## config.mk

```make
export PLATFORM = sky130hd
export DESIGN_NAME = imm_extend_pipe_flat
export DESIGN_NICKNAME = d
export VERILOG_FILES = /design/src/rtl/imm_extend_pipe_pkg.sv /design/src/rtl/imm_extend_pipe_if.sv /design/src/rtl/imm_extend_pipe_decode.sv /design/src/rtl/imm_extend_pipe.sv /design/src/flat_wrapper.sv
export SDC_FILE = /design/constraint.sdc
export NUM_CORES = 1
export LEC_CHECK = 0
export CORE_MARGIN = 2
export CORE_UTILIZATION = 52
export CTS_BUF_LIST = sky130_fd_sc_hd__clkbuf_4 sky130_fd_sc_hd__clkbuf_8
export DETAILED_ROUTE_END_ITERATION = 7
export PLACE_DENSITY = 0.86
export SYNTH_ARGS = -nofsm -noshare
export SYNTH_HDL_FRONTEND = slang
export SYNTH_SLANG_ARGS = --single-unit
```

## constraint.sdc

```tcl
create_clock -name CLK -period 3.87 [get_ports CLK]
set_input_delay 0.774 -clock CLK [delete_from_list [all_inputs] [get_ports CLK]]
set_output_delay 0.774 -clock CLK [all_outputs]
set_load 0.01 [all_outputs]
```

## src/rtl/imm_extend_pipe_pkg.sv

```systemverilog
`default_nettype none
// ============================================================================
//  Module      : imm_pkg
//  Description : Shared types and constants for the pipelined immediate
//                generator. Imported by the interface, the decoder and the
//                top-level pipe.
//  Revision    : 1.0  initial release
// ============================================================================
package imm_pkg;

    // Number of instruction bits presented to the generator: Instr[31:7].
    localparam int c_INSTR_W = 25;
    // Bit offset of the lowest presented instruction bit.
    localparam int c_INSTR_LSB = 7;
    // Width of the format select.
    localparam int c_SRC_W = 3;

    // Codes 5..7 are unassigned and reported as illegal.
    typedef enum logic [c_SRC_W-1:0] {
        IMM_I = 3'd0,
        IMM_S = 3'd1,
        IMM_B = 3'd2,
        IMM_J = 3'd3,
        IMM_U = 3'd4
    } imm_src_t;

endpackage : imm_pkg
`default_nettype wire

```

## src/rtl/imm_extend_pipe_if.sv

```systemverilog
`default_nettype none
// ============================================================================
//  Module      : imm_extend_pipe_if
//  Description : Handshake bundle for imm_extend_pipe.
//                Upstream side : in_valid / in_ready / Instr / ImmSrc / in_tag
//                Downstream    : out_valid / out_ready / ImmExt / out_tag /
//                                out_illegal, plus the illegal_cnt status.
//                modport master : the environment (drives requests, out_ready)
//                modport slave  : the immediate generator
//  Revision    : 1.0  initial release
// ============================================================================
interface imm_extend_pipe_if
    import imm_pkg::*;
#(
    parameter int XLEN  = 32,
    parameter int TAG_W = 5,
    parameter int CNT_W = 8
);
    logic                   in_valid;
    logic                   in_ready;
    logic [c_INSTR_W-1:0]   Instr;
    logic [c_SRC_W-1:0]     ImmSrc;
    logic [TAG_W-1:0]       in_tag;
    logic                   out_valid;
    logic                   out_ready;
    logic [XLEN-1:0]        ImmExt;
    logic [TAG_W-1:0]       out_tag;
    logic                   out_illegal;
    logic [CNT_W-1:0]       illegal_cnt;

    modport master (
        output in_valid, Instr, ImmSrc, in_tag, out_ready,
        input  in_ready, out_valid, ImmExt, out_tag, out_illegal, illegal_cnt
    );

    modport slave (
        input  in_valid, Instr, ImmSrc, in_tag, out_ready,
        output in_ready, out_valid, ImmExt, out_tag, out_illegal, illegal_cnt
    );

endinterface : imm_extend_pipe_if
`default_nettype wire

```

## src/rtl/imm_extend_pipe_decode.sv

```systemverilog
`default_nettype none
// ============================================================================
//  Module      : imm_decode
//  Description : Combinational immediate extraction and sign extension for
//                the I/S/B/J/U formats. Also used by the branch predictor.
//  Ports       : i_instr   Instr[31:7]
//                i_imm_src format select (imm_src_t encoding)
//                o_imm_ext sign-extended immediate, XLEN wide
//                o_illegal format select is not one of I/S/B/J/U
//  Revision    : 1.0  initial release
// ============================================================================
module imm_decode
    import imm_pkg::*;
#(
    parameter int XLEN = 32
) (
    input  wire logic [c_INSTR_W-1:0] i_instr,
    input  wire logic [c_SRC_W-1:0]   i_imm_src,
    output logic      [XLEN-1:0]      o_imm_ext,
    output logic                      o_illegal
);

    localparam int c_O = c_INSTR_LSB;

    // Every format is first built as a 32-bit signed value; widening to
    // XLEN is then a single sign extension (U included, which is what RV64
    // requires for LUI/AUIPC).
    logic [31:0] w_imm32;
    logic        w_s;

    assign w_s = i_instr[31-c_O];

    always_comb begin
        w_imm32   = '0;
        o_illegal = 1'b0;
        case (i_imm_src)
            IMM_I: w_imm32 = {{20{w_s}}, i_instr[31-c_O:20-c_O]};
            IMM_S: w_imm32 = {{20{w_s}}, i_instr[31-c_O:25-c_O], i_instr[11-c_O:7-c_O]};
            IMM_B: w_imm32 = {{20{w_s}}, i_instr[7-c_O], i_instr[30-c_O:25-c_O],
                              i_instr[11-c_O:8-c_O], 1'b0};
            IMM_J: w_imm32 = {{12{w_s}}, i_instr[19-c_O:12-c_O], i_instr[20-c_O],
                              i_instr[30-c_O:21-c_O], 1'b0};
            IMM_U: w_imm32 = {i_instr[31-c_O:12-c_O], 12'b0};
            default: o_illegal = 1'b1;
        endcase
    end

    if (XLEN > 32) begin : g_sext
        assign o_imm_ext = {{(XLEN-32){w_imm32[31]}}, w_imm32};
    end else begin : g_nosext
        assign o_imm_ext = w_imm32;
    end

endmodule : imm_decode
`default_nettype wire

```

## src/rtl/imm_extend_pipe.sv

```systemverilog
`default_nettype none
// ============================================================================
//  Module      : imm_extend_pipe
//  Description : Pipelined immediate generator. Decodes Instr[31:7]/ImmSrc,
//                registers the result one cycle later and absorbs downstream
//                stalls with a 2-entry skid buffer (output reg + skid reg).
//  Ports       : CLK    clock, rising edge
//                reset  asynchronous active-high reset
//                bus    imm_extend_pipe_if.slave (handshakes, result, counter)
//  Revision    : 1.0  initial release
// ============================================================================
module imm_extend_pipe
    import imm_pkg::*;
#(
    parameter int XLEN  = 32,
    parameter int TAG_W = 5,
    parameter int CNT_W = 8
) (
    input  wire logic        CLK,
    input  wire logic        reset,
    imm_extend_pipe_if.slave bus
);

    if (!(XLEN == 32 || XLEN == 64)) begin : g_xlen_check
        $error("imm_extend_pipe: XLEN must be 32 or 64");
    end

    typedef struct packed {
        logic               illegal;
        logic [TAG_W-1:0]   tag;
        logic [XLEN-1:0]    imm;
    } imm_result_t;

    logic [XLEN-1:0] w_dec_imm;
    logic            w_dec_illegal;

    imm_decode #(.XLEN(XLEN)) u_decode (
        .i_instr   (bus.Instr),
        .i_imm_src (bus.ImmSrc),
        .o_imm_ext (w_dec_imm),
        .o_illegal (w_dec_illegal)
    );

    imm_result_t      r_or, r_sr, w_or_nxt, w_sr_nxt, w_new;
    logic             r_or_valid, r_sr_valid, w_or_valid_nxt, w_sr_valid_nxt;
    logic             r_in_ready;
    logic [CNT_W-1:0] r_cnt, w_cnt_nxt;
    logic             w_acc, w_pop;

    assign w_new = '{illegal: w_dec_illegal, tag: bus.in_tag, imm: w_dec_imm};
    assign w_acc = bus.in_valid & r_in_ready;
    assign w_pop = r_or_valid & bus.out_ready;

    always_comb begin
        w_or_nxt       = r_or;
        w_or_valid_nxt = r_or_valid;
        w_sr_nxt       = r_sr;
        w_sr_valid_nxt = r_sr_valid;
        if (!r_or_valid) begin
            if (w_acc) begin
                w_or_nxt       = w_new;
                w_or_valid_nxt = 1'b1;
            end
        end else if (w_pop) begin
            if (r_sr_valid) begin
                // in_ready was low, so nothing new can arrive this edge.
                w_or_nxt       = r_sr;
                w_sr_valid_nxt = 1'b0;
            end else if (w_acc) begin
                w_or_nxt       = w_new;
            end else begin
                w_or_valid_nxt = 1'b0;
            end
        end else if (w_acc) begin
            w_sr_nxt       = w_new;
            w_sr_valid_nxt = 1'b1;
        end
    end

    always_comb begin
        w_cnt_nxt = r_cnt;
        if (w_acc && w_dec_illegal && (r_cnt != {CNT_W{1'b1}}))
            w_cnt_nxt = r_cnt + 1'b1;
    end

    always_ff @(posedge CLK or posedge reset) begin
        if (reset) begin
            r_or       <= '0;
            r_sr       <= '0;
            r_or_valid <= 1'b0;
            r_sr_valid <= 1'b0;
            r_in_ready <= 1'b0;
            r_cnt      <= '0;
        end else begin
            r_or       <= w_or_nxt;
            r_sr       <= w_sr_nxt;
            r_or_valid <= w_or_valid_nxt;
            r_sr_valid <= w_sr_valid_nxt;
            // Registered copy of "skid slot free" keeps out_ready off the
            // in_ready path and holds in_ready low until the first edge
            // after reset is released.
            r_in_ready <= !w_sr_valid_nxt;
            r_cnt      <= w_cnt_nxt;
        end
    end

    assign bus.in_ready    = r_in_ready;
    assign bus.out_valid   = r_or_valid;
    assign bus.ImmExt      = r_or.imm;
    assign bus.out_tag     = r_or.tag;
    assign bus.out_illegal = r_or.illegal;
    assign bus.illegal_cnt = r_cnt;

endmodule : imm_extend_pipe
`default_nettype wire
```

## src/flat_wrapper.sv

```systemverilog
// flat-port wrapper written by rule: the top's interface ports become plain ports
module imm_extend_pipe_flat import imm_pkg::*;
#(
    parameter int XLEN  = 32,
    parameter int TAG_W = 5,
    parameter int CNT_W = 8
)
  (CLK, reset, bus_in_valid, bus_Instr, bus_ImmSrc, bus_in_tag, bus_out_ready, bus_in_ready, bus_out_valid, bus_ImmExt, bus_out_tag, bus_out_illegal, bus_illegal_cnt);
  imm_extend_pipe_if #(.XLEN(XLEN), .TAG_W(TAG_W), .CNT_W(CNT_W)) bus_i ();
  input  wire logic CLK;
  input  wire logic reset;
  input wire logic [$bits(bus_i.in_valid)-1:0] bus_in_valid;
  input wire logic [$bits(bus_i.Instr)-1:0] bus_Instr;
  input wire logic [$bits(bus_i.ImmSrc)-1:0] bus_ImmSrc;
  input wire logic [$bits(bus_i.in_tag)-1:0] bus_in_tag;
  input wire logic [$bits(bus_i.out_ready)-1:0] bus_out_ready;
  output wire logic [$bits(bus_i.in_ready)-1:0] bus_in_ready;
  output wire logic [$bits(bus_i.out_valid)-1:0] bus_out_valid;
  output wire logic [$bits(bus_i.ImmExt)-1:0] bus_ImmExt;
  output wire logic [$bits(bus_i.out_tag)-1:0] bus_out_tag;
  output wire logic [$bits(bus_i.out_illegal)-1:0] bus_out_illegal;
  output wire logic [$bits(bus_i.illegal_cnt)-1:0] bus_illegal_cnt;
  assign bus_i.in_valid = bus_in_valid;
  assign bus_i.Instr = bus_Instr;
  assign bus_i.ImmSrc = bus_ImmSrc;
  assign bus_i.in_tag = bus_in_tag;
  assign bus_i.out_ready = bus_out_ready;
  assign bus_in_ready = bus_i.in_ready;
  assign bus_out_valid = bus_i.out_valid;
  assign bus_ImmExt = bus_i.ImmExt;
  assign bus_out_tag = bus_i.out_tag;
  assign bus_out_illegal = bus_i.out_illegal;
  assign bus_illegal_cnt = bus_i.illegal_cnt;
  imm_extend_pipe #(.XLEN(XLEN), .TAG_W(TAG_W), .CNT_W(CNT_W)) u_core (.CLK(CLK), .reset(reset), .bus(bus_i));
endmodule
```

## After elaboration in Yosys (flattened, before gate mapping)

Index checks and enable logic that the tools add are counted.

| storage, ports and cells | value |
|---|---|
| flip-flop bits (word level) | 87 |
| latch bits | 0 |
| bits in writable memories | 0 |
| bits in read-only memories | 0 |
| bits of input ports | 37 |
| logic and storage cells | 39 |
| memories | 0 |

| cells by class | value |
|---|---|
| $add $sub $neg | 1 |
| multiply operators | 0 |
| divide/modulo/power cells | 0 |
| magnitude comparators | 0 |
| eq/ne operators | 6 |
| shift-type cells | 0 |
| mux-type cells | 13 |
| bitwise operators | 3 |
| reductions and logical operators | 6 |

Operator list:

| cell | count |
|---|---|
| 32-bit case mux with 5 select lines | 1 |
| 38-bit 2-to-1 mux | 4 |
| 8-bit by 1-bit adder with 8-bit output (second input constant) | 1 |
| 1-bit 2-to-1 mux | 8 |
| 8-bit != test (second input constant) | 1 |
| 3-bit by 2-bit equality test with 1-bit output (second input constant) | 2 |
| 5-bit OR reduction | 1 |
| 3-bit by 1-bit equality test with 1-bit output (second input constant) | 1 |
| 3-bit equality test (second input constant) | 1 |
| 3-bit zero test | 1 |
| 3-bit AND reduction | 1 |
| 1-bit bitwise AND | 2 |
| 1-bit logical AND | 2 |
| 2-bit != test (second input constant) | 1 |
| 1-bit zero test | 1 |
| 1-bit NOT | 1 |

## Longest topological paths before layout

Gate-level depths: netlist of the first run.

| depth | value |
|---|---|
| depth after elaboration | 7 |
| gate-level depth with buffers | 7 |

## Cells and area by module

A second synthesis of the first run with hierarchy kept.

| second synthesis, totals | value |
|---|---|
| cells, all modules | 382 |
| area, all modules | 4352.9 um^2 |

Modules (own cells, without submodules):

| module | instances | cells an instance | area each (um^2) | sequential area each (um^2) |
|---|---|---|---|---|
| imm_extend_pipe | 1 | 310 | 3906.2 | 2177.1 |
| imm_decode | 1 | 72 | 446.7 | 0.0 |

## Worst setup path after synthesis of the first run

OpenSTA, ideal clock, no wires.

| timing | value |
|---|---|
| path type | input to register |
| start point | input bus_ImmSrc[1] |
| end point | register u_core.r_or (netlist bit u_core.bus.ImmExt[1]) |
| setup time | 0.123 ns |
| arrival time | 1.749 ns |
| data required time | 3.747 ns |
| path slack | 1.998 ns |
| stages | 5 |
| cells stage by stage | buf_2 -> xor2_1 -> mux2i_1 -> o21ai_1 -> o221a_2 |

| between the ends | value |
|---|---|
| longest elaborated chain between the ends | 6 |
| elaborated cells between the ends (all ways) | 10 |

Ends and longest elaborated chain:

| what | line | RTL |
|---|---|---|
| start: declaration | flat_wrapper.sv:14 | `input wire logic [$bits(bus_i.ImmSrc)-1:0] bus_ImmSrc;` |
| 3-bit equality test (tied with other cells) | imm_extend_pipe_decode.sv:36 | `case (i_imm_src)` |
| 32-bit case mux with 5 select lines * | imm_extend_pipe_decode.sv:36 |  |
| 38-bit 2-to-1 mux * | imm_extend_pipe.sv:60, imm_extend_pipe.sv:69 |  |
| 38-bit 2-to-1 mux | imm_extend_pipe.sv:65 | `if (r_sr_valid) begin` |
| 38-bit 2-to-1 mux | imm_extend_pipe.sv:64 | `end else if (w_pop) begin` |
| 38-bit 2-to-1 mux * | imm_extend_pipe.sv:59 | `if (!r_or_valid) begin` |
| end signal: assignment | imm_extend_pipe.sv:95 | `r_or <= w_or_nxt;` |
| end: declaration | imm_extend_pipe.sv:44 | `imm_result_t r_or, r_sr, w_or_nxt, w_sr_nxt, w_new;` |

Mark *: on every way between the ends. The rest lies on a longest branch, timed or not. The select of a mux whose other input is x is not followed.
A chain may end at the register's enable or synchronous reset.

## Worst setup path after layout of the first run

| timing | value |
|---|---|
| start point | input bus_ImmSrc[0] |
| end point | register u_core.r_or (netlist bit u_core.bus.ImmExt[3]) |

The elaborated chain is that of the path after synthesis.

==> flow_summary.toml, run 1 <==
[status]
outcome = "finished clean"

[cells_and_area]
antenna_cells = 0
finalNetCount = 483
design_area_mm2 = 0.004880
final_common_cell = "dfrtp_1"
layout_common_cells = "dfrtp_1, clkdlybuf4s50_1, a21oi_1"
drive_gt1_share_pct = 7.813
area_delta_synth_final_pct = 31.71

[drt]
drt_first_pass_iters = 4
via_count = 3117
ant_nets = 0
drt-wirelength-per-cell_um = 17.70
drt-total-wl_mm = 9.631
viasPerCell = 5.730
drc = 0
drtIter0Drc = 235

[cts]
htreeDepth = 3
clk_path_buf_depth = 2
insertion_delay_ps = 360
post_cts_resize_count = 0
tritoncts = "yes"
root_buffer = "clkbuf_8"
clk_pin_slew_worst_paths_ps = 80
clkSinkCount = 87
cts-buffers-inserted = 9
post_cts_buffers = 0
hold_buffers = 0

[worst_setup_path]
cp.arrival_ps = 2850
worstSetupStartpointType = "input port"
reg2regPathDepth = 4
timing_worst_setup_path_type = "in2reg"
cp.required_ps = 4110
crit_fanout = 14
end_kind = "flip-flop"

[synth]
synth_seq_cells = 87
asyncSetResetFlopFracSynth_pct = 100.0
yosysWarnings = 0
ys_types = 34
avgSynthCellArea_um2 = 10.04
ys.flop_type = "dfrtp_1"
ys_seq_area_share_pct = 58.76
netlist_instances = 369
synth_area_mm2 = 0.003705
syn_nets = 407
synth_edf_count = 0

[sta]
slew_headroom_pct = 33.67
slew_violations = 0
finalSetupTns_ps = 0
rsz0062_at_grt = "false"
final.min_clock_period_ps = 2611
hold_viol = 0
skew_ps = 7.136
min_period_over_period_pct = 67.46
max_freq_mhz = 383.0
worst_pin_slew_ps = 992.2
setup_viol = 0

[min_path]
hold_depth = 2
min_path_type = "reg2reg"

[floorplan]
core_area_mm2 = 0.006832
die_area_mm2 = 0.007815
initial_core_util_pct = 54.23
ios = 85
die_y_um = 88.41
rows = 30
die_w_um = 88.41

[grt]
grt_overflow = 0
antenna_found_initial = 0
grt_pass1_wl_mm = 15.60
grt_pass1_vias = 3130
grt_usage_pct = 26.53
grt_max_degree = 77

[power_and_ir_drop]
peakVddDrop_uv = 403.6
power.density_mw_per_mm2 = 790.9
total_leakage_power_uw = 0.002065

[placement]
hpwl_mm = 6.583
portBuffers = 84
placed_cell_area_mm2 = 0.004647
place_congestion = 0.8620

[run]
cap_violations = 0
power breakdown:
| part | leakage [uW] | internal, uW | switching [uW] |
|---|---|---|---|
| Clock | 0.000118 | 438 | 312 |
| Combinational | 0.000881 | 763 | 713 |
| Sequential | 0.00107 | 1340 | 297 |
layout make-up:
type	count	area, um^2
clock buffer	10	137.6
clock inverter	4	95.09
fill	508	1952
inverter	10	38.79
multi-input combinational	243	1395
sequential	87	2177
tap	96	120.1
timing repair buffer	94	915.9
worst paths after layout:
path | start | end | slack, ps
setup / recovery | bus_ImmSrc[0] | u_core.bus.ImmExt[3]$_DFFE_PP0P_ | 1260
min in group asynchronous | reset | u_core.bus.out_tag[2]$_DFFE_PP0P_ | 800
hold / removal | u_core.r_sr[33]$_DFFE_PP0P_ | u_core.r_sr[33]$_DFFE_PP0P_ | 480
max in group asynchronous | reset | u_core.bus.ImmExt[23]$_DFFE_PP0P_ | 2280
hold reg to reg | u_core.r_sr[33]$_DFFE_PP0P_ | u_core.r_sr[33]$_DFFE_PP0P_ | 480
setup reg to reg | u_core.bus.out_valid$_DFF_PP0_ | u_core.bus.out_tag[3]$_DFFE_PP0P_ | 1750
synth_stat cells, types with 2 or more instances:
library cell	number	share of area, %
a21oi_1	62	8.4
a31oi_1	2	0.34
and3_1	2	0.34
buf_2	7	0.95
clkbuf_1	21	2.1
dfrtp_1	87	59
inv_1	10	1.0
mux2i_1	6	1.6
nand2_1	45	4.6
nand2b_1	9	1.5
nand3_1	13	1.8
nor2_1	2	0.20
nor2b_1	2	0.34
o21ai_0	33	4.5
o21ai_1	6	0.81
o221a_2	4	1.2
o221ai_1	2	0.47
o22ai_1	32	5.4
o31ai_1	4	0.81
xnor2_1	4	0.95
xor2_1	3	0.71
per-stage QoR:
step / util [%] / instances / setup WS (ps) / power, uW / hold WS (ps)
global placement: 68.02 / 530 / 1028 / 3025 / 459.6
detailed placement: 68.02 / 530 / 965.2 / 3109 / 471.3
finish: 71.43 / 544 / 1259 / 3860 / 484.9
CTS: 71.43 / 544 / 1275 / 3864 / 488.4
floorplan: - / 369 / 845.8 / 2331 / 449.6
global route: 71.43 / 544 / 1187 / 4099 / 511.4
logic make-up after synthesis:
group,after synthesis,share of synthesized area (%)
AO/OA/AOI/OAI,150,23.20
XOR/XNOR,7,1.655
adder cells (fa/ha/maj),1,0.3377
buffers and inverters,39,4.188
flip-flops,87,58.76
multiplexers,7,1.925
AND/OR/NAND/NOR,78,9.929
registers in the layout (all words and copies together) (netlist names):
signal,cells
u_core.bus.out_valid,1
u_core.bus.illegal_cnt,8
u_core.bus.in_ready,1
u_core.bus.out_illegal,1
u_core.bus.ImmExt,32
u_core.bus.out_tag,5
u_core.r_sr_valid,1
u_core.r_sr,38
critical path: stages:
cell,delay (ps)
clkdlybuf4s50_1,820
xor2_1,560
mux2i_1,400
o21ai_1,130
o221a_2,170
layer usage:
metal / global-route usage [%] / part of all wire [%] / vias up
met5: 0 / 0 / -
met2: 43.40 / 51 / 102
met4: 11.43 / 1.9 / 0
li1: - / - / 1464
met1: 35.06 / 42 / 1536
met3: 4.757 / 5.4 / 15
Note: power is estimated with default switching activity, not from simulation.
==> inputs of run 2 (changes only) <==
==> constraint.sdc (replaced) <==
create_clock -name CLK -period 2.5 [get_ports CLK]
set_input_delay 0.5 -clock CLK [delete_from_list [all_inputs] [get_ports CLK]]
set_output_delay 0.5 -clock CLK [all_outputs]
set_load 0.01 [all_outputs]
==> run 2 against run 1 <==
Sequential power up 55%. Clock skew up 3.8 ps. Core utilization up 1.3 points. Largest cell class unchanged. Register-to-register slack worse by 1100 ps. Cell area up 1.9%. Worst setup slack worse by 750 ps. First-iteration DRC count up 17%. Critical path type unchanged. Clock power up 50%. Sequential share of layout area down 0.82 points. Die area unchanged.
==> flow_summary.toml, run 2 (synthesized netlist as in run 1, its figures left out) <==
[status]
outcome = "finished clean"

[drt]
drc = 0
drtIter0Drc = 276
via_count = 3264
drt_first_pass_iters = 4
viasPerCell = 5.945
drt-total-wl_mm = 9.592
ant_nets = 0
drt-wirelength-per-cell_um = 17.47

[cells_and_area]
largest_register = "u_core.r_sr"
antenna_cells = 0
fillerInstances = 486
fin_util_pct = 72.77
drive_gt1_share_pct = 8.830
finalNetCount = 486
area_delta_synth_final_pct = 34.18
layout_common_cells = "dfrtp_1, clkdlybuf4s50_1, a21oi_1"
largest_reg_flops = 38
final_common_cell = "dfrtp_1"

[worst_setup_path]
timing_worst_setup_path_type = "in2reg"
timing.critical_path.buf_inv = 2
cp.required_ps = 2760
reg2regPathDepth = 5
path_cells = "clkdlybuf4s50_1, buf_4, nor2b_1, a21oi_1, o21ai_0"
crit_fanout = 26
end_kind = "flip-flop"
r2r-start = "u_core.bus.illegal_cnt[0]$_DFFE_PP0P_"
crit_path_top_delay_cell = "nor2b_1"
critPathMaxStageDelay_ps = 740
cp.arrival_ps = 2250
reg2reg_to = "u_core.bus.illegal_cnt[7]$_DFFE_PP0P_"
crit_family = "simple AND/OR/NAND/NOR gates"
worstSetupStartpointType = "input port"
ff2ff_setup_slack_ps = 650

[sta]
slew_violations = 0
hold_viol = 0
setup_viol = 0
skew_ps = 10.95
final.min_clock_period_ps = 1994
max_freq_mhz = 501.6
finalSetupTns_ps = 0
worst_pin_slew_ps = 924.1
slew_headroom_pct = 38.27
min_period_over_period_pct = 79.75
rsz0062_at_grt = "false"

[power_and_ir_drop]
p_comb_share_pct = 39.3
clkPwrFrac_pct = 18.7
power.share.switching_pct = 34.59
peakVddDrop_uv = 588.6
total_leakage_power_uw = 0.002102
switchingPower_uw = 2078
seqPwrFrac_pct = 42.0
power.density_mw_per_mm2 = 1209
p_int_uw = 3931

[floorplan]
ios = 85
core_area_mm2 = 0.006832
die_w_um = 88.41
die_area_mm2 = 0.007815
initial_core_util_pct = 54.23
rows = 30
die_y_um = 88.41

[cts]
post_cts_resize_count = 0
tritoncts = "yes"
post_cts_buffers = 0
htreeDepth = 3
insertion_delay_ps = 350
clk_path_buf_depth = 2
clkSinkCount = 87
clk_pin_slew_worst_paths_ps = 90
root_buffer = "clkbuf_8"
cts-buffers-inserted = 9
hold_buffers = 0

[placement]
portBuffers = 84
place_congestion = 0.8207
hpwl_mm = 6.450

[grt]
grt_pass1_vias = 3209
grt_usage_pct = 25.85
grt_pass1_wl_mm = 15.45
grt_max_degree = 77
antenna_found_initial = 0
grt_overflow = 0

[run]
cap_violations = 0

[min_path]
min_path_type = "in2async"
run 2: metrics by stage:
step,worst slack [ps],cell area (um^2),cells,hold WS [ps],total power [uW]
after floorplan,777.7,3709,369,449.6,3609
after global placement,312.2,4735,533,461.6,4740
after detailed placement,228.7,4735,533,471.1,4884
after CTS,517.7,4971,549,487.7,6013
after global routing,436.1,4971,549,512.2,6374
final,506.4,4971,549,487.1,6009
run 2: worst reg2reg max path, delay by kind of cell, from the launching register on:
kind / cells / cell delay [ps]
simple gates: 2 / 400
xor+xnor: 1 / 160
fa+ha+maj: 1 / 250
flops: 1 / 430
compound gates: 1 / 510
run 2: how the worst max path moves through the flow:
stage	from	to	slack, ps	depth (start not counted)
after floorplan	u_core.bus.illegal_cnt[0]$_DFFE_PP0P_	u_core.bus.illegal_cnt[5]$_DFFE_PP0P_	780	5
after global placement	bus_ImmSrc[2]	u_core.bus.ImmExt[20]$_DFFE_PP0P_	310	5
after detailed placement	bus_ImmSrc[2]	u_core.r_sr[27]$_DFFE_PP0P_	230	5
after CTS	u_core.bus.out_valid$_DFF_PP0_	bus_out_valid	520	1
after global routing	bus_ImmSrc[2]	u_core.bus.ImmExt[27]$_DFFE_PP0P_	440	5
final	bus_ImmSrc[2]	u_core.r_sr[27]$_DFFE_PP0P_	510	5
run 2: power groups by stage:
stage	Clock (uW)	Combinational (uW)	Sequential, uW
6_report	1130	2360	2520
5_1_grt	1200	2580	2590
4_1_cts	1130	2370	2520
3_5_place_dp	0	2350	2530
3_3_place_gp	0	2250	2490
2_1_floorplan	0	1020	2590
run 2: final cells by class:
type                    instances  area, um^2  area share [%]
well taps                      96       120.1           2.416
multi-input cells             243        1395           28.06
inverters                      10       41.29          0.8306
clock inverters                 4       77.57           1.561
clock buffers                  12       158.9           3.197
repair buffers                 97        1001           20.14
flip-flops and latches         87        2177           43.80
run 2: per-layer routing:
metal  GRT usage [%]  routed length [um]  up-vias
met5               0                   0        -
li1                -                   -     1480
met1           36.92                4127     1621
met3           3.638                 484       23
met4           14.05                 303        0
met2           38.62                4677      140
==> inputs of run 3 (changes only) <==
--- a/config.mk
+++ b/config.mk
@@ -6,10 +6,10 @@
 export NUM_CORES = 1
 export LEC_CHECK = 0
 export CORE_MARGIN = 2
-export CORE_UTILIZATION = 52
+export CORE_UTILIZATION = 47
 export CTS_BUF_LIST = sky130_fd_sc_hd__clkbuf_4 sky130_fd_sc_hd__clkbuf_8
 export DETAILED_ROUTE_END_ITERATION = 7
-export PLACE_DENSITY = 0.86
+export PLACE_DENSITY = 0.83
 export SYNTH_ARGS = -nofsm -noshare
 export SYNTH_HDL_FRONTEND = slang
 export SYNTH_SLANG_ARGS = --single-unit
==> constraint.sdc (replaced) <==
create_clock -name CLK -period 1.64 [get_ports CLK]
set_input_delay 0.328 -clock CLK [delete_from_list [all_inputs] [get_ports CLK]]
set_output_delay 0.328 -clock CLK [all_outputs]
set_load 0.01 [all_outputs]
==> run 3 against run 2 <==
Register-to-register slack worse by 550 ps. Global-route usage down 1.3 points. Hold slack got worse by 280 ps. Critical path type is now reg2out. Clock skew rose by 2.2 ps. Non-clock buffer count is 31 higher. Total power grew 51%. Highest routed layer unchanged. Worst setup slack worse by 490 ps. Final cell count is 6.7% higher.
==> flow_summary.toml, run 3 (synthesized netlist as in run 1, its figures left out) <==
[status]
outcome = "finished clean"

[cts]
clk_pin_slew_worst_paths_ps = 90
hold_buffers = 0
htreeDepth = 3
tritoncts = "yes"
insertion_delay_ps = 360
cts-buffers-inserted = 9
root_buffer = "clkbuf_8"
clk_path_buf_depth = 2
clkSinkCount = 87

[worst_setup_path]
reg2reg_to = "u_core.bus.illegal_cnt[5]$_DFFE_PP0P_"
cp.required_ps = 1310
crit_path_top_delay_cell = "clkdlybuf4s50_1"
ff2ff_setup_slack_ps = 100
critPathMaxStageDelay_ps = 550
cp.arrival_ps = 1300
timing.critical_path.buf_inv = 1
end_kind = "primary output"
timing_worst_setup_path_type = "reg2out"
worstSetupStartpointType = "flip-flop"
crit_family = "buffers and inverters"
crit_fanout = 2
reg2regPathDepth = 5
path_cells = "clkdlybuf4s50_1"
r2r-start = "u_core.bus.illegal_cnt[0]$_DFFE_PP0P_"

[sta]
worst_pin_slew_ps = 553.7
fin_hold_ws_ps = 211.5
setup_viol = 0
rsz0062_at_grt = "false"
slew_violations = 0
max_freq_mhz = 615.0
hold_viol = 0
finalSetupTns_ps = 0
slew_headroom_pct = 62.92
min_period_over_period_pct = 99.14
final.min_clock_period_ps = 1626
skew_ps = 13.17

[grt]
grt_pass1_vias = 3383
antenna_found_initial = 0
grt_overflow = 0
grt_usage_pct = 24.54
grt_max_degree = 77
grt_pass1_wl_mm = 16.64

[floorplan]
core_area_mm2 = 0.007687
die_area_mm2 = 0.008609
ios = 85
rows = 32
die_y_um = 92.79
die_w_um = 92.79
initial_core_util_pct = 48.19

[drt]
drt_first_pass_iters = 4
viasPerCell = 5.652
drt-total-wl_mm = 10.05
via_count = 3312
drc = 0
drt-wirelength-per-cell_um = 17.15
ant_nets = 0
drtIter0Drc = 238

[cells_and_area]
finalNetCount = 517
design_area_mm2 = 0.005258
largest_register = "u_core.r_sr"
antenna_cells = 0
fin_cells = 586
layout_common_cells = "dfrtp_1, clkdlybuf4s50_1, a21oi_1"
largest_reg_flops = 38
drive_gt1_share_pct = 16.53
final_common_cell = "dfrtp_1"
area_delta_synth_final_pct = 41.91

[power_and_ir_drop]
peakVddDrop_uv = 802.3
seqPwrFrac_pct = 41.7
clkPwrFrac_pct = 15.7
power.share.switching_pct = 35.79
total_power_uw = 9098
total_leakage_power_uw = 0.002336
p_int_uw = 5842
power.density_mw_per_mm2 = 1730
p_comb_share_pct = 42.6
switchingPower_uw = 3256

[placement]
placed_cell_area_mm2 = 0.004980
portBuffers = 84
hpwl_mm = 6.926
dp_cells = 564
place_congestion = 0.8137

[min_path]
min_path_type = "in2async"

[run]
cap_violations = 0
## run 3: how the worst max path moves through the flow
stage / startpoint / endpoint / slack [ps] / depth (start not counted)
3_3_place_gp: bus_ImmSrc[2] / u_core.r_sr[28]$_DFFE_PP0P_ / -340 / 5
5_1_grt: u_core.bus.ImmExt[4]$_DFFE_PP0P_ / bus_ImmExt[4] / 0.9 / 1
4_1_cts: u_core.bus.ImmExt[27]$_DFFE_PP0P_ / bus_ImmExt[27] / 0.4 / 1
2_1_floorplan: u_core.bus.illegal_cnt[0]$_DFFE_PP0P_ / u_core.bus.illegal_cnt[6]$_DFFE_PP0P_ / 30 / 5
3_5_place_dp: bus_ImmSrc[2] / u_core.r_sr[21]$_DFFE_PP0P_ / -470 / 5
6_report: u_core.bus.ImmExt[3]$_DFFE_PP0P_ / bus_ImmExt[3] / 10 / 1
## run 3: cell type report
| cell class | count | area, um^2 |
|---|---|---|
| fill | 563 | 2430 |
| sequential | 87 | 2180 |
| multi-input combinational | 243 | 1434 |
| timing repair buffer | 128 | 1284 |
| clock buffer | 11 | 151.4 |
| tap | 102 | 127.6 |
| inverter | 10 | 41.29 |
| clock inverter | 5 | 40.04 |
## run 3: power groups by stage
stage               registers (uW)  clock network, uW  logic [uW]
detailed placement            3830                  0        3890
global placement              3780                  0        3730
CTS                           3790               1460        3910
global route                  3910               1530        4230
floorplan                     3940                  0        1570
finish                        3790               1430        3880
## run 3: layer usage
| metal | track usage [%] | part of all wire (%) |
|---|---|---|
| met5 | 0 | 0 |
| met2 | 39.86 | 50 |
| met4 | 10.66 | 2.8 |
| met1 | 32.93 | 42 |
| met3 | 3.662 | 4.9 |
## run 3: what timing repair did
item,4_1_cts,5_1_grt
endpoints found under the setup margin,36,16
setup buffers,5,1
pin swaps,2,2
gates resized for setup,14,14
## run 3: stage by stage
stage | utilization (%) | worst slack (ps)
global route | 68.39 | 0.8629
finish | 68.39 | 14.11
CTS | 67.79 | 0.3835
global placement | 64.78 | -338.1
detailed placement | 64.78 | -469.6
floorplan | - | 34.57
## run 3: worst register-to-register path, cell delays in order (launching register included)
cell       delay [ps]
dfrtp_1           400
ha_2              220
and3_4            190
a2111oi_4         330
nand3_1           140
xnor2_1           140
==> RTL change 1: new RTL, settings of run 2 <==
`CNT_W` is set to 8 in 3 places; all go to 12.
--- a/src/rtl/imm_extend_pipe_if.sv
+++ b/src/rtl/imm_extend_pipe_if.sv
@@ -16,3 +16,3 @@
     parameter int TAG_W = 5,
-    parameter int CNT_W = 8
+    parameter int CNT_W = 12
 );
--- a/src/rtl/imm_extend_pipe.sv
+++ b/src/rtl/imm_extend_pipe.sv
@@ -16,3 +16,3 @@
     parameter int TAG_W = 5,
-    parameter int CNT_W = 8
+    parameter int CNT_W = 12
 ) (
--- a/src/flat_wrapper.sv
+++ b/src/flat_wrapper.sv
@@ -5,3 +5,3 @@
     parameter int TAG_W = 5,
-    parameter int CNT_W = 8
+    parameter int CNT_W = 12
 )
Interface: changed (resized bus_illegal_cnt); port bits go from 85 to 89. No check against the original RTL was run, so the function may have changed too.
==> RTL change 1 against run 2 <==
Sequential cell count grew 4. Synthesized area grew 8.9%. Final area grew 7.5%. Die area grew 8.5%. Power grew 5.9%. Global-route usage shrank 1.5 points. Combinational power grew 9.3%. Worst setup slack lost 0.0040 ns. Wire length grew 1.6%.
==> RTL change 1: results (changes against run 2) <==
| Metric | Value |
|---|---|
| Worst R2R End | u_core.bus.ImmExt[25]$_DFFE_PP0P_ (was u_core.bus.illegal_cnt[7]$_DFFE_PP0P_) |
| Vias in the first global route | 3400 (was 3209) |
| Critical Path Fanout Max | 16 (was 26) |
| Peak supply drop | 0.0005163 V (was 0.0005886 V) |
| Worst-path clk slew | 0.09 ns (about the same) |
| Top post-synthesis cells by area | dfrtp_1 56%, a21oi_1 5.5%, o22ai_1 5.1% (was dfrtp_1 59%, a21oi_1 8.4%, o22ai_1 5.4%) |
| Hold path cells | 2 |
| R2r startpoint | u_core.bus.out_valid$_DFF_PP0_ (was u_core.bus.illegal_cnt[0]$_DFFE_PP0P_) |
| Pin count of the biggest net entering global routing | 92 (was 77) |
| WL met1 | 4261 um (was 4127 um) |
| Syn Nets | 428 (was 407) |
| Routed wl met3 | 475 um (was 484 um) |
| M2 GR Usage | 40.32% (was 38.62%) |
| R2r setup slk | 0.50 ns (was 0.65 ns) |
| CP arrival | 2.23 ns (was 2.25 ns) |
| Post_cts resized | 0 (unchanged) |
| Worst r2r path cells | 4 (was 5) |
| CP max-delay cell | nand3_1 (was nor2b_1) |
| Met2 WL | 4874 um (was 4677 um) |
| Clk_skew | 0.01185 ns (was 0.01095 ns) |
| Share of layout cells above drive strength 1 | 11.32% (was 8.830%) |
| M1 GR Usage | 32.29% (was 36.92%) |
| Top Metal Used | met4 (unchanged) |
| First-pass detailed-route iteration total | 5 (was 4) |
| Fin. Hold Viols | 0 (unchanged) |
| Worst-Skew Late Latency | 0.36 ns |
| Worst slew pin tran | 0.6126 ns (was 0.9241 ns) |
| Initial antenna violation count | 0 (unchanged) |
| Total GRT Usage | 24.30% (was 25.85%) |
| DPL Wire Length | 6818 um (was 6450 um) |
| First-pass GRT wire length | 16260 um (was 15450 um) |
| Final count of negative-setup-slack endpoints | 0 (unchanged) |
| Yosys warning count | 0 (unchanged) |
| Nets | 519 (was 486) |
| Async set-reset flop share out of synthesis | 100.0% (unchanged) |
| Pleak | 2.301 nW (was 2.102 nW) |
| 1st-iter DRT viols | 234 (was 276) |
| Port Buffers | 88 (was 84) |
| Met3 GRT Util | 3.040% (was 3.638%) |
| Crit-path leading delay family | simple AND/OR/NAND/NOR gates (unchanged) |
| Routability Congestion | 0.8608 (was 0.8207) |
| Hold path start | u_core.r_sr[37]$_DFFE_PP0P_ |
| Htree depth | 3 (unchanged) |
| Max incr delay on CP | 0.51 ns (was 0.74 ns) |
| Clk buf depth | 2 (unchanged) |
| Most flops, register | u_core.r_sr (unchanged) |
| Yosys cell types | 36 (was 34) |
| Top post-synthesis cells by count | 91 x dfrtp_1, 47 x nor2_1, 44 x a21oi_1 (was 87 x dfrtp_1, 62 x a21oi_1, 45 x nand2_1) |
| Max reg flops | 38 (unchanged) |
| Final wirelength | 9746 um (was 9592 um) |
| Vias | 3333 (was 3264) |
| Worst min path class | flip-flop to flip-flop (was input port to async pin) |
| Seq/Total Area, Yosys | 56.42% (was 58.76%) |
| Status | finished, final reports clean (unchanged) |
RTL change 1: cell types whose count changed after synthesis, moves of 6 or more:
cell | run 2 | this run
a21oi_1 | 62 | 44
and2_1 | 0 | 13
clkbuf_1 | 21 | 11
inv_1 | 10 | 3
mux2_2 | 1 | 15
nor2_1 | 2 | 47
o21ai_0 | 33 | 5
o21ai_1 | 6 | 0
o22a_1 | 0 | 15
RTL change 1: kinds of logic (layout without fill, tap and decap cells):
family,count (synthesis),after routing,share of synthesized area (%)
XOR/XNOR,6,6,1.302
AND/OR/NAND/NOR,135,135,16.06
flip-flops,91,91,56.42
AO/OA/AOI/OAI,107,107,16.43
buffers and inverters,26,122,2.914
adder cells (fa/ha/maj),1,1,0.3099
multiplexers,24,24,6.571
RTL change 1: area by class of cell:
| cell class | count | area [um^2] |
|---|---|---|
| flip-flops and latches | 91 | 2277 |
| clock buffers | 9 | 123.9 |
| repair buffers | 103 | 1018 |
| multi-input cells | 273 | 1660 |
| fillers | 563 | 2263 |
| clock inverters | 7 | 121.4 |
| inverters | 3 | 15.01 |
| well taps | 102 | 127.6 |
RTL change 1: power breakdown:
part	switching (mW)	total (mW)	internal (mW)	leakage, nW
Clock	0.528	1.20	0.673	0.125
Sequential	0.435	2.58	2.15	1.08
Combinational	1.22	2.58	1.37	1.10
Total	2.18	6.37	4.19	2.30
RTL change 1: worst max-delay path by stage:
stage | start | to | slack (ns) | cells after the start
floorplan | u_core.bus.illegal_cnt[0]$_DFFE_PP0P_ | u_core.bus.illegal_cnt[10]$_DFFE_PP0P_ | 0.67 | 5
global placement | bus_in_valid | u_core.r_sr[23]$_DFFE_PP0P_ | 0.24 | 5
detailed placement | bus_in_valid | u_core.r_sr[21]$_DFFE_PP0P_ | 0.21 | 5
CTS | u_core.bus.out_valid$_DFF_PP0_ | u_core.bus.ImmExt[23]$_DFFE_PP0P_ | 0.52 | 4
global route | u_core.bus.out_valid$_DFF_PP0_ | u_core.bus.ImmExt[0]$_DFFE_PP0P_ | 0.30 | 4
finish | u_core.bus.out_valid$_DFF_PP0_ | u_core.bus.ImmExt[25]$_DFFE_PP0P_ | 0.50 | 4
RTL change 1: metrics by stage:
| step | setup slack [ns] | instance area (um^2) | instances | hold WS (ns) | util (%) |
|---|---|---|---|---|---|
| 5_1_grt | 0.3016 | 5344 | 588 | 0.5204 | 70.25 |
| 4_1_cts | 0.5213 | 5344 | 588 | 0.4938 | 70.25 |
| 3_5_place_dp | 0.2069 | 5099 | 572 | 0.4718 | 67.02 |
| 6_report | 0.5024 | 5344 | 588 | 0.4921 | 70.25 |
| 2_1_floorplan | 0.6663 | 4040 | 390 | 0.4447 | - |
| 3_3_place_gp | 0.2445 | 5099 | 572 | 0.4578 | 67.02 |
==> RTL change 2: new RTL, flow settings as in run 2 <==
Made on the original files. Make the reset (`reset`) synchronous in one clocked block. Comments in the files are not updated.
--- a/src/rtl/imm_extend_pipe.sv
+++ b/src/rtl/imm_extend_pipe.sv
@@ -85,3 +85,3 @@
 
-    always_ff @(posedge CLK or posedge reset) begin
+    always_ff @(posedge CLK) begin
         if (reset) begin
Function: differs if reset is asserted again (counterexample within 4 cycles, from zero or initial values and one cycle with reset high); with reset held inactive, the same outputs for 4 cycles.
==> RTL change 2 against run 2 <==
Sequential cell count stayed put. Die area increased by 22%. Final area increased by 15%. Fmax decreased by 6.6%. Via count increased by 37%. Worst setup slack got worse by 0.14 ns. Register-to-register slack worse by 0.04 ns. Synthesized area increased by 23%. Wire length grew 31%. Highest routed layer unchanged. Cell count rose by 27%.
Power is not compared: it rests on default switching activity, and its combinational part moved more than twofold at a synthesized area within 25%.
==> RTL change 2: results (changes against run 2) <==
| Metric | Value |
|---|---|
| Status | finished, final reports clean (unchanged) |
| Max incr delay on CP | 0.63 ns (was 0.74 ns) |
| Pin count of the biggest net entering global routing | 75 (was 77) |
| Synth Area in XOR/XNOR | 0.7967% (was 1.655%) |
| Nets | 624 (was 486) |
| R2r startpoint | u_core.bus.out_valid$_SDFF_PP0_ (was u_core.bus.illegal_cnt[0]$_DFFE_PP0P_) |
| Routability Congestion | 0.8921 (was 0.8207) |
| Post-Synth Adder-Cell Area | 0.2747% (was 0.3377%) |
| First-pass detailed-route iteration total | 6 (was 4) |
| Yosys cell types | 51 (was 34) |
| 1st-iter DRT viols | 341 (was 276) |
| Placed Instance Area | 5503 um^2 (was 4735 um^2) |
| Vias in the first global route | 4280 (was 3209) |
| Critical Path Fanout Max | 11 (was 26) |
| Top post-synthesis cells by count | 87 x dfxtp_1, 66 x a21oi_1, 46 x nand2_1 (was 87 x dfrtp_1, 62 x a21oi_1, 45 x nand2_1) |
| Vias per cell | 6.415 (was 5.945) |
| First-pass GRT wire length | 20770 um (was 15450 um) |
| Total GRT Usage | 26.03% (was 25.85%) |
| Share of layout cells above drive strength 1 | 8.291% (was 8.830%) |
| Worst R2R End | u_core.bus.out_tag[4]$_SDFFE_PP0P_ (was u_core.bus.illegal_cnt[7]$_DFFE_PP0P_) |
| Post-synth top flop | dfxtp_1 (was dfrtp_1) |
| Async set-reset flop share out of synthesis | 0% (was 100.0%) |
| CP arrival | 1.64 ns (was 2.25 ns) |
| DPL Wire Length | 8289 um (was 6450 um) |
| Post-synthesis mux area share | 2.033% (was 1.925%) |
| Crit-path leading delay family | flip-flops (was simple AND/OR/NAND/NOR gates) |
| Clk_skew | 0.009584 ns (was 0.01095 ns) |
| Worst-Skew Late Latency | 0.37 ns (was 0.35 ns) |
==> RTL change 2: cell count changes after synthesis, moves of 16 or more <==
cell / run 2 / this run
dfrtp_1: 87 / 0
dfxtp_1: 0 / 87
o21ai_0: 33 / 1
o22ai_1: 32 / 0
o221a_1: 0 / 20
nand4bb_1: 0 / 18
nand3b_1: 0 / 17
buf_2: 7 / 23
nor2_1: 2 / 18
==> RTL change 2: metrics by stage <==
stage                     setup WS, ns  hold slack [ns]  cells  utilization (%)  total power [mW]
after floorplan                 0.8915           0.4268    526                -             1.805
after global placement          0.3393           0.4343    683            64.04             2.040
after detailed placement        0.2469           0.4431    683            64.04             2.056
after CTS                       0.3924           0.4554    699            66.37             3.028
after global routing            0.3087           0.4663    699            66.37             3.151
final                           0.3645           0.4535    699            66.37             3.037
==> RTL change 2: per-layer routing <==
metal / routed length [um] / global-route usage, % / share of wire (%)
met5: 0 / 0 / 0
met4: 207 / 8.761 / 1.6
met3: 870 / 5.396 / 6.9
met2: 6093 / 42.39 / 49
met1: 5384 / 34.49 / 43
==> RTL change 2: final cells by class <==
class | count | area [um^2] | area share [%]
clock inverter | 6 | 68.82 | 1.207
timing repair buffer | 109 | 1086 | 19.04
tap | 108 | 135.1 | 2.369
multi-input combinational | 355 | 2450 | 42.96
inverter | 24 | 90.09 | 1.580
clock buffer | 10 | 131.4 | 2.304
sequential | 87 | 1742 | 30.54
==> RTL change 2: where the power goes <==
| part | internal, mW | switching [mW] |
|---|---|---|
| Clock | 0.476 | 0.528 |
| Combinational | 0.275 | 0.270 |
| Sequential | 1.44 | 0.0451 |
| Total | 2.19 | 0.844 |
==> RTL change 2: worst max path at each step <==
| stage | start | to | slack, ns |
|---|---|---|---|
| after floorplan | bus_ImmSrc[1] | u_core.bus.illegal_cnt[4]$_SDFFE_PP0P_ | 0.89 |
| after global placement | bus_ImmSrc[2] | u_core.bus.illegal_cnt[0]$_SDFFE_PP0P_ | 0.34 |
| after detailed placement | bus_ImmSrc[2] | u_core.bus.ImmExt[21]$_SDFFE_PP0P_ | 0.25 |
| after CTS | u_core.bus.in_ready$_SDFF_PP0_ | bus_in_ready | 0.39 |
| after global routing | u_core.bus.in_ready$_SDFF_PP0_ | bus_in_ready | 0.31 |
| final | u_core.bus.in_ready$_SDFF_PP0_ | bus_in_ready | 0.36 |
==> RTL change 2: cell families (layout without fill, tap and decap cells) <==
logic type / after synthesis / in the layout
fa+ha+maj: 1 / 1
xor+xnor: 2 / 2
compound gates: 174 / 174
mux: 9 / 9
buf+inv: 84 / 149
flops: 87 / 87
simple gates: 169 / 169
